### src/rtl/store_buffer.sv
// Four-entry posted-write buffer in front of a single-port data memory.
// Stores drain in FIFO order when the port is idle; loads win the port and forward from the youngest matching entry.
module store_buffer_match (
  input  logic [31:0] entry_addr,
  input  logic [31:0] addr,
  output logic        hit
);
  // Bit 10 is dropped by the memory's word mapping, so 0x800 and 0xC00 alias.
  localparam logic [31:0] KEY_MASK = ~32'h0000_0403;

  assign hit = (entry_addr & KEY_MASK) == (addr & KEY_MASK);
endmodule

module store_buffer #(
  parameter int DEPTH = 4
) (
  input  logic        clk,
  input  logic        rst,
  input  logic        st_valid,
  input  logic        ld_valid,
  input  logic [31:0] addr,
  input  logic [31:0] st_data,
  output logic [31:0] ld_data,
  output logic        stall,
  output logic        mem_writeEn,
  output logic        mem_readEn,
  output logic [31:0] mem_address,
  output logic [31:0] mem_dataIn,
  input  logic [31:0] mem_dataOut
);
  localparam int PW = $clog2(DEPTH);
  localparam logic [PW:0] CNT_ONE  = (PW+1)'(1);
  localparam logic [PW:0] CNT_FULL = (PW+1)'(DEPTH);

  logic [31:0]   ent_addr [DEPTH];
  logic [31:0]   ent_data [DEPTH];
  logic [PW-1:0] head, tail;
  logic [PW:0]   count, count_nxt;
  logic [DEPTH-1:0] ent_hit;
  logic          full, push, pop;
  logic          fwd_hit;
  logic [31:0]   fwd_data;
  logic [PW-1:0] idx;

  assign full  = count == CNT_FULL;
  assign push  = st_valid && !full;
  assign pop   = !ld_valid && (count != '0);
  assign stall = st_valid && full && !rst;

  for (genvar g = 0; g < DEPTH; g++) begin : g_ent
    store_buffer_match u_match (
      .entry_addr(ent_addr[g]),
      .addr      (addr),
      .hit       (ent_hit[g])
    );
  end

  // Walk oldest to youngest so the last match seen is the youngest store.
  always_comb begin
    fwd_hit  = 1'b0;
    fwd_data = '0;
    idx      = head;
    for (int i = 0; i < DEPTH; i++) begin
      idx = head + i[PW-1:0];
      if (i[PW:0] < count && ent_hit[idx]) begin
        fwd_hit  = 1'b1;
        fwd_data = ent_data[idx];
      end
    end
  end

  always_comb begin
    if (addr < 32'd1024)  ld_data = '0;
    else if (fwd_hit)     ld_data = fwd_data;
    else                  ld_data = mem_dataOut;
  end

  always_comb begin
    mem_writeEn = 1'b0;
    mem_readEn  = 1'b0;
    mem_address = '0;
    mem_dataIn  = '0;
    if (ld_valid) begin
      mem_readEn  = 1'b1;
      mem_address = addr;
    end else if (count != '0) begin
      mem_writeEn = 1'b1;
      mem_address = ent_addr[head];
      mem_dataIn  = ent_data[head];
    end
  end

  always_comb begin
    count_nxt = count;
    if (push && !pop)      count_nxt = count + CNT_ONE;
    else if (!push && pop) count_nxt = count - CNT_ONE;
  end

  always_ff @(posedge clk) begin
    if (rst) begin
      head  <= '0;
      tail  <= '0;
      count <= '0;
    end else begin
      if (push) begin
        ent_addr[tail] <= addr;
        ent_data[tail] <= st_data;
        tail           <= tail + 1'b1;
      end
      if (pop) head <= head + 1'b1;
      count <= count_nxt;
    end
  end
endmodule

### config.mk
export PLATFORM = sky130hd
export DESIGN_NAME = store_buffer
export DESIGN_NICKNAME = d
export VERILOG_FILES = /design/src/rtl/store_buffer.sv
export SDC_FILE = /design/constraint.sdc
export NUM_CORES = 1
export LEC_CHECK = 0
export BUFFER_PORTS_ARGS = -buffer_cell sky130_fd_sc_hd__buf_2
export CORE_MARGIN = 2
export CORE_UTILIZATION = 53
export DETAILED_ROUTE_END_ITERATION = 10
export GPL_TIMING_DRIVEN = 0
export PLACE_DENSITY = 0.84
export SLEW_MARGIN = 20
export SYNTH_ARGS = -nofsm -noshare
export SYNTH_HDL_FRONTEND = slang
export SYNTH_SLANG_ARGS = --single-unit
### constraint.sdc
create_clock -name clk -period 3.2 [get_ports clk]
set_input_delay 0.48 -clock clk [delete_from_list [all_inputs] [get_ports clk]]
set_output_delay 0.48 -clock clk [all_outputs]
set_load 0.03 [all_outputs]
# --- Word-level counts from Yosys, hierarchy flattened ---
# Memory sizes are Yosys's and may differ from the RTL's. A register that Yosys moved wholly into a read port is not among the register bits.
# Cells that the tools add are included.
op_classes:
  eq_ne: 5
  n_lt_le_gt_ge: 9
  n_reduce_logical: 17
  muxes: 34
  addsub: 6
op_table:
  columns: ["op", "count"]
  rows:
  - ["$mux 32", 10]
  - ["$eq 29x29->1", 4]
  - ["$lt 32x11->1 const B", 1]
  - ["$mux 1", 14]
  - ["$lt 2x3->1 const B", 4]
  - ["$logic_and 1x1->1", 10]
  - ["$bmux 1 s2", 4]
  - ["$mux 2", 4]
  - ["$lt 1x3->1 const A", 2]
  - ["$lt 2x3->1 const A", 2]
  - ["$mux 3", 2]
  - ["$logic_not 1->1", 5]
  - ["$add 2x1->2 const B", 2]
  - ["$add 2x2->2 const B", 2]
  - ["$add 3x1->3 const B", 1]
  - ["$eq 3x3->1 const B", 1]
  - ["$reduce_bool 3->1", 1]
  - ["$sub 3x1->3 const B", 1]
  - ["$reduce_bool 2->1", 1]
word_totals:
  wordCells: 76
  out_inout_bits: 99
  mem_count: 2
  mem_bits_rw: 256
  inputBits: 100
  regBits: 7
memory_table:
  columns: ["name", "words", "width", "rd", "rd_ports_with_merged_regs", "write_ports", "line_no", "rtl"]
  rows:
  - ["ent_addr", 4, 32, 5, 1, 1, "35", "logic [31:0] ent_addr [DEPTH];"]
  - ["ent_data", 4, 32, 4, 1, 1, "36", "logic [31:0] ent_data [DEPTH];"]

# --- Longest topological paths before layout ---
logic_depth:
  ltp_word: 10
  mapped_depth: 11
  mapped_depth_nobuf: 9

# --- Cells and area by module ---
# Synthesis repeated with hierarchy kept, for this count alone.
hier_totals:
  cells_unflattened: 1006
  hier_area_um2: 15627.5
by_module_without_submodules:
  columns: ["module", "n_inst", "area_per_inst_um2", "seq_area_each_um2", "cells_each"]
  rows:
  - ["store_buffer", 1, 14346.3, 7867.5, 850]
  - ["store_buffer_match", 4, 320.3, 0.0, 39]

# --- Least setup slack after synthesis ---
# No wires, ideal clock.
synth_path:
  path_kind: "input to output"
  start: "input port addr[15]"
  end: "output port ld_data[11]"
  arrival_time_ns: 3.128
  path_slack_ns: -0.408
  cell_stages: 10
  path_cell_list: "clkbuf_1 -> xor2_1 -> nor4_1 -> nand4_1 -> or3_1 -> mux4_2 -> nor2_4 -> buf_1 -> o41ai_1 -> a21oi_1"
synth_via:
  elab_chain_cells: 10
  elab_cells_between_ends: 27
  classes_between: "1 x order compare; 4 x eq/ne; 18 x mux; 4 x reduce/logical"
synth_lines:
  columns: ["element", "line_no", "rtl"]
  rows:
  - ["from (decl)", "21", "input logic [31:0] addr,"]
  - ["$eq 29x29->1", "11", "assign hit = (entry_addr & KEY_MASK) == (addr & KEY_MASK);"]
  - ["$bmux 1 s2", "65", "if (i[PW:0] < count && ent_hit[idx]) begin"]
  - ["$mux 1 (implied by the code)", "65", null]
  - ["$logic_and 1x1->1", "65", null]
  - ["$mux 32 or $mux 1 (tied branches) (4 in series)", "65", null]
  - ["$mux 32", "74", "else if (fwd_hit) ld_data = fwd_data;"]
  - ["$mux 32 *", "73", "if (addr < 32'd1024) ld_data = '0;"]
  - ["to (decl)", "23", "output logic [31:0] ld_data,"]
# Every way passes the cells marked *; elsewhere a longest branch is shown, timed or not. The select of a mux whose other input is x is not followed.

==> results by group <==
Timing
  – Period Utilization, post-route: 132%
  – RSZ-0062 raised after global routing: true
  – Clock Skews: 0.00941 ns
  – Max Slew Vio Count: 0
  – Final setup viols: 32
  – FMAX: ~240 MHz
  – Setup TNS: -29.39 ns
  – Tightest Pin Transition: ~1.1 ns
  – Final setup margin: -1.04 ns
  – Fin crit period: 4.24 ns
  – Hold Vio Cnt, Final: 0
  – Max-slew headroom: roughly 28%

Yosys
  – Area leader, netlist: edfxtp_1
  – Top-count cell post-synth: edfxtp_1
  – Synth Cell Area: ~16000 sq um
  – Seq/Total Area, Yosys: 50.1%
  – Asr flop ratio synth: 0%
  – Primary FF master, synth: edfxtp_1
  – Synth top area share: 49.0%
  – Post-synth top cells: 256 x edfxtp_1, 106 x clkbuf_1, 98 x mux4_2
  – YS warnings: 0
  – Synth area leaders: edfxtp_1 49%, mux4_2 14%, xor2_1 3.6%, xnor2_1 3.2%, clkbuf_1 2.5%
  – Post-Synthesis Cells: 1240
  – Post-Syn Nets: approximately 1300
  – Number of synthesized flops with an enable pin: approximately 260
  – Flops & latches, synth: 265
  – Synthesized area per cell: 12.7 sq um
  – Yosys cell types: 51

Floorplan
  – Die Y: 176 um
  – Initial Utilization: 53.4%
  – Die ar.: slightly above 30000 sq um
  – Io pins: 199
  – Std cell rows: 63
  – Chip Width: approximately 180 um
  – Core ar.: approximately 29000 sq um

Placed design
  – Post-DP HPWL: 33700 um
  – Placer Congestion: 0.985
  – I/O Buffers: just under 200
  – Placement Setup Slack: -1.50 ns

Routing
  – DR pass1 iterations: 8
  – Routed len/inst: approximately 26 um
  – Drt total wl: 49700 um
  – Initial DRC count: between 2000 and 2500
  – DR vias: 13100
  – ANT nets after route: 0
  – # DRC: 0
  – Vias per Instance: 6.90

Global route
  – Largest net degree at the start of global routing: 37
  – GRT overflow: 0
  – Total Routing Usage GR: a little under a third
  – Vias in the first global route: 13100
  – Global-route wire length before repair: 74500 um
  – Antenna violations before repair: 8

Setup path
  – Reg2reg setup slack: between 0.4 and 0.5 ns
  – Cell Chain, Critical Path: xor2_1 -> nor3_1 -> nand4_1 -> buf_6 -> or4_4 -> a21o_4 -> clkbuf_4 -> a221oi_1 -> a31oi_2 -> a21oi_2 -> buf_4
  – CP startpoint kind: flop
  – Bufs and invs on worst path: 3
  – Delay-heaviest family, CP: simple AND/OR/NAND/NOR gates
  – Setup crit end kind: output pin
  – Slowest cell on the critical path: or4_4
  – CP Launch Point: ent_addr[1][19]
  – Crit-path max FO: 10
  – Critical Path Max Stage Delay: between 0.5 and 0.6 ns
  – Worst Path Required: roughly 2.7 ns
  – CP arrival: 3.76 ns
  – RR Startpoint: count[0]
  – Critical path type: flop to output pin

Pwr
  – Pwr Total: 13.3 mW
  – Peak supply drop: 0.550 mV
  – Cell Pwr Density: 684 nW/um^2
  – Leakage: approximately 6.7 nW

Clock tree
  – Sink Count: 265
  – TritonCTS Buffers: 28
  – Worst skew pair latency: approximately 0.56 ns
  – Hold buffers post-CTS: 0
  – Root Buffer: clkbuf_16
  – CTS tree: yes
  – Worst-path clk slew: around 0.070 ns
  – Clock tree buffer depth: 3
  – H-tree Lvls: 1

Outcome
  – Failing checks: negative setup slack
  – Outcome: finished, violations left

Final layout
  – Finished Core Util: 66.2%
  – Area Overhead vs Synth: 23.9%
  – Nets: approximately 1600
  – Fillers: 2020
  – Proportion of layout cells with a drive suffix above 1: about two fifths

Min path
  – Hold Crit Class: input port to flop
  – Min-delay src: st_data[25]

Job
  – Max Cap Viol: 0
[cells in the final DEF, fill, tap and decap left out, types with 17 or more instances in the layout]
cell / count
a22o_1: 32
nand2_1: 38
nand3_1: 38
o2111ai_2: 17
clkbuf_16: 30
nor2_1: 77
buf_6: 28
mux4_2: 98
inv_1: 40
a221oi_2: 19
mux2_2: 31
xor2_1: 63
clkbuf_1: 63
clkbuf_2: 30
buf_4: 34
o41ai_1: 27
buf_2: 173
a31oi_1: 21
o21ai_0: 33
xnor2_1: 56
a21oi_2: 31
nand4_1: 47
edfxtp_1: 256
mux2i_1: 34
[through the flow]
stage / cells / hold slack (ns) / instance area [sq um]
floorplan: 1240 / 0.518 / 15900
global placement: 1826 / 0.556 / 17400
detailed placement: 1830 / 0.574 / 17500
CTS: 1890 / 0.123 / 19100
global route: 1897 / 0.133 / 19400
finish: 1900 / 0.139 / 19500
[cell families after synthesis]
kind of cell             Yosys count  share of synthesized area (%)
AO/OA/AOI/OAI                    243                           11.3
AND/OR/NAND/NOR                  261                           8.29
XOR/XNOR                         121                           6.75
multiplexers                     163                           18.4
flip-flops                       265                           50.1
buffers and inverters            178                           4.39
adder cells (fa/ha/maj)            9                          0.717
[power breakdown]
group / switching, mW / leakage, nW / internal, mW
Combinational: 3.54 / 3.83 / 2.10
Clock: 1.35 / 0.454 / 2.05
Sequential: 0.177 / 2.40 / 4.09
Total: 5.07 / 6.68 / 8.23
[routing by layer]
| metal | vias to the layer above | track usage [%] | routed length [um] |
|---|---|---|---|
| met5 | - | 0 | 0 |
| met4 | 0 | 15.4 | 2690 |
| met3 | 231 | 9.43 | 6560 |
| met2 | 1098 | 50.2 | 23500 |
| met1 | 6350 | 38.8 | 16900 |
| li1 | 5435 | - | - |
[registers in the layout (all words and copies together), names as in the netlist, named ones only]
name / flops
ent_addr: 128
ent_data: 128
count: 3
tail: 2
head: 2
[worst paths after layout]
path                            depth (start not counted)               to
worst max-delay path                                   11      ld_data[27]
worst min register to register                          2          tail[0]
worst min-delay path                                    1  ent_data[0][25]
worst max register to register                          6  ent_data[3][13]
[worst register-to-register path: stages, from the launching register on]
cell	delay [ns]
dfxtp_1	0.48
inv_1	0.12
ha_1	0.28
a21boi_1	0.37
nor2b_1	0.31
and2_4	0.56
buf_12	0.33
[cell type report]
type | count | area, sq um | area share (%)
Sequential cell | 265 | 7870 | 40.4
Multi-Input combinational cell | 797 | 7830 | 40.3
Timing Repair Buffer | 217 | 1380 | 7.07
Buffer | 135 | 776 | 3.99
Clock buffer | 34 | 744 | 3.83
Tap cell | 390 | 488 | 2.51
Clock inverter | 16 | 206 | 1.06
Inverter | 40 | 150 | 0.772
Antenna cell | 6 | 15.0 | 0.0772
[what timing repair did]
| action | 4_1_cts | 5_1_grt |
|---|---|---|
| resized for setup | 159 | 79 |
| pin swaps | 11 | 18 |
| setup endpoints to repair | 99 | 36 |
| buffers inserted | 13 | 4 |
| endpoints found under the hold margin | 0 | 0 |
(Power assumes the default switching activity.)
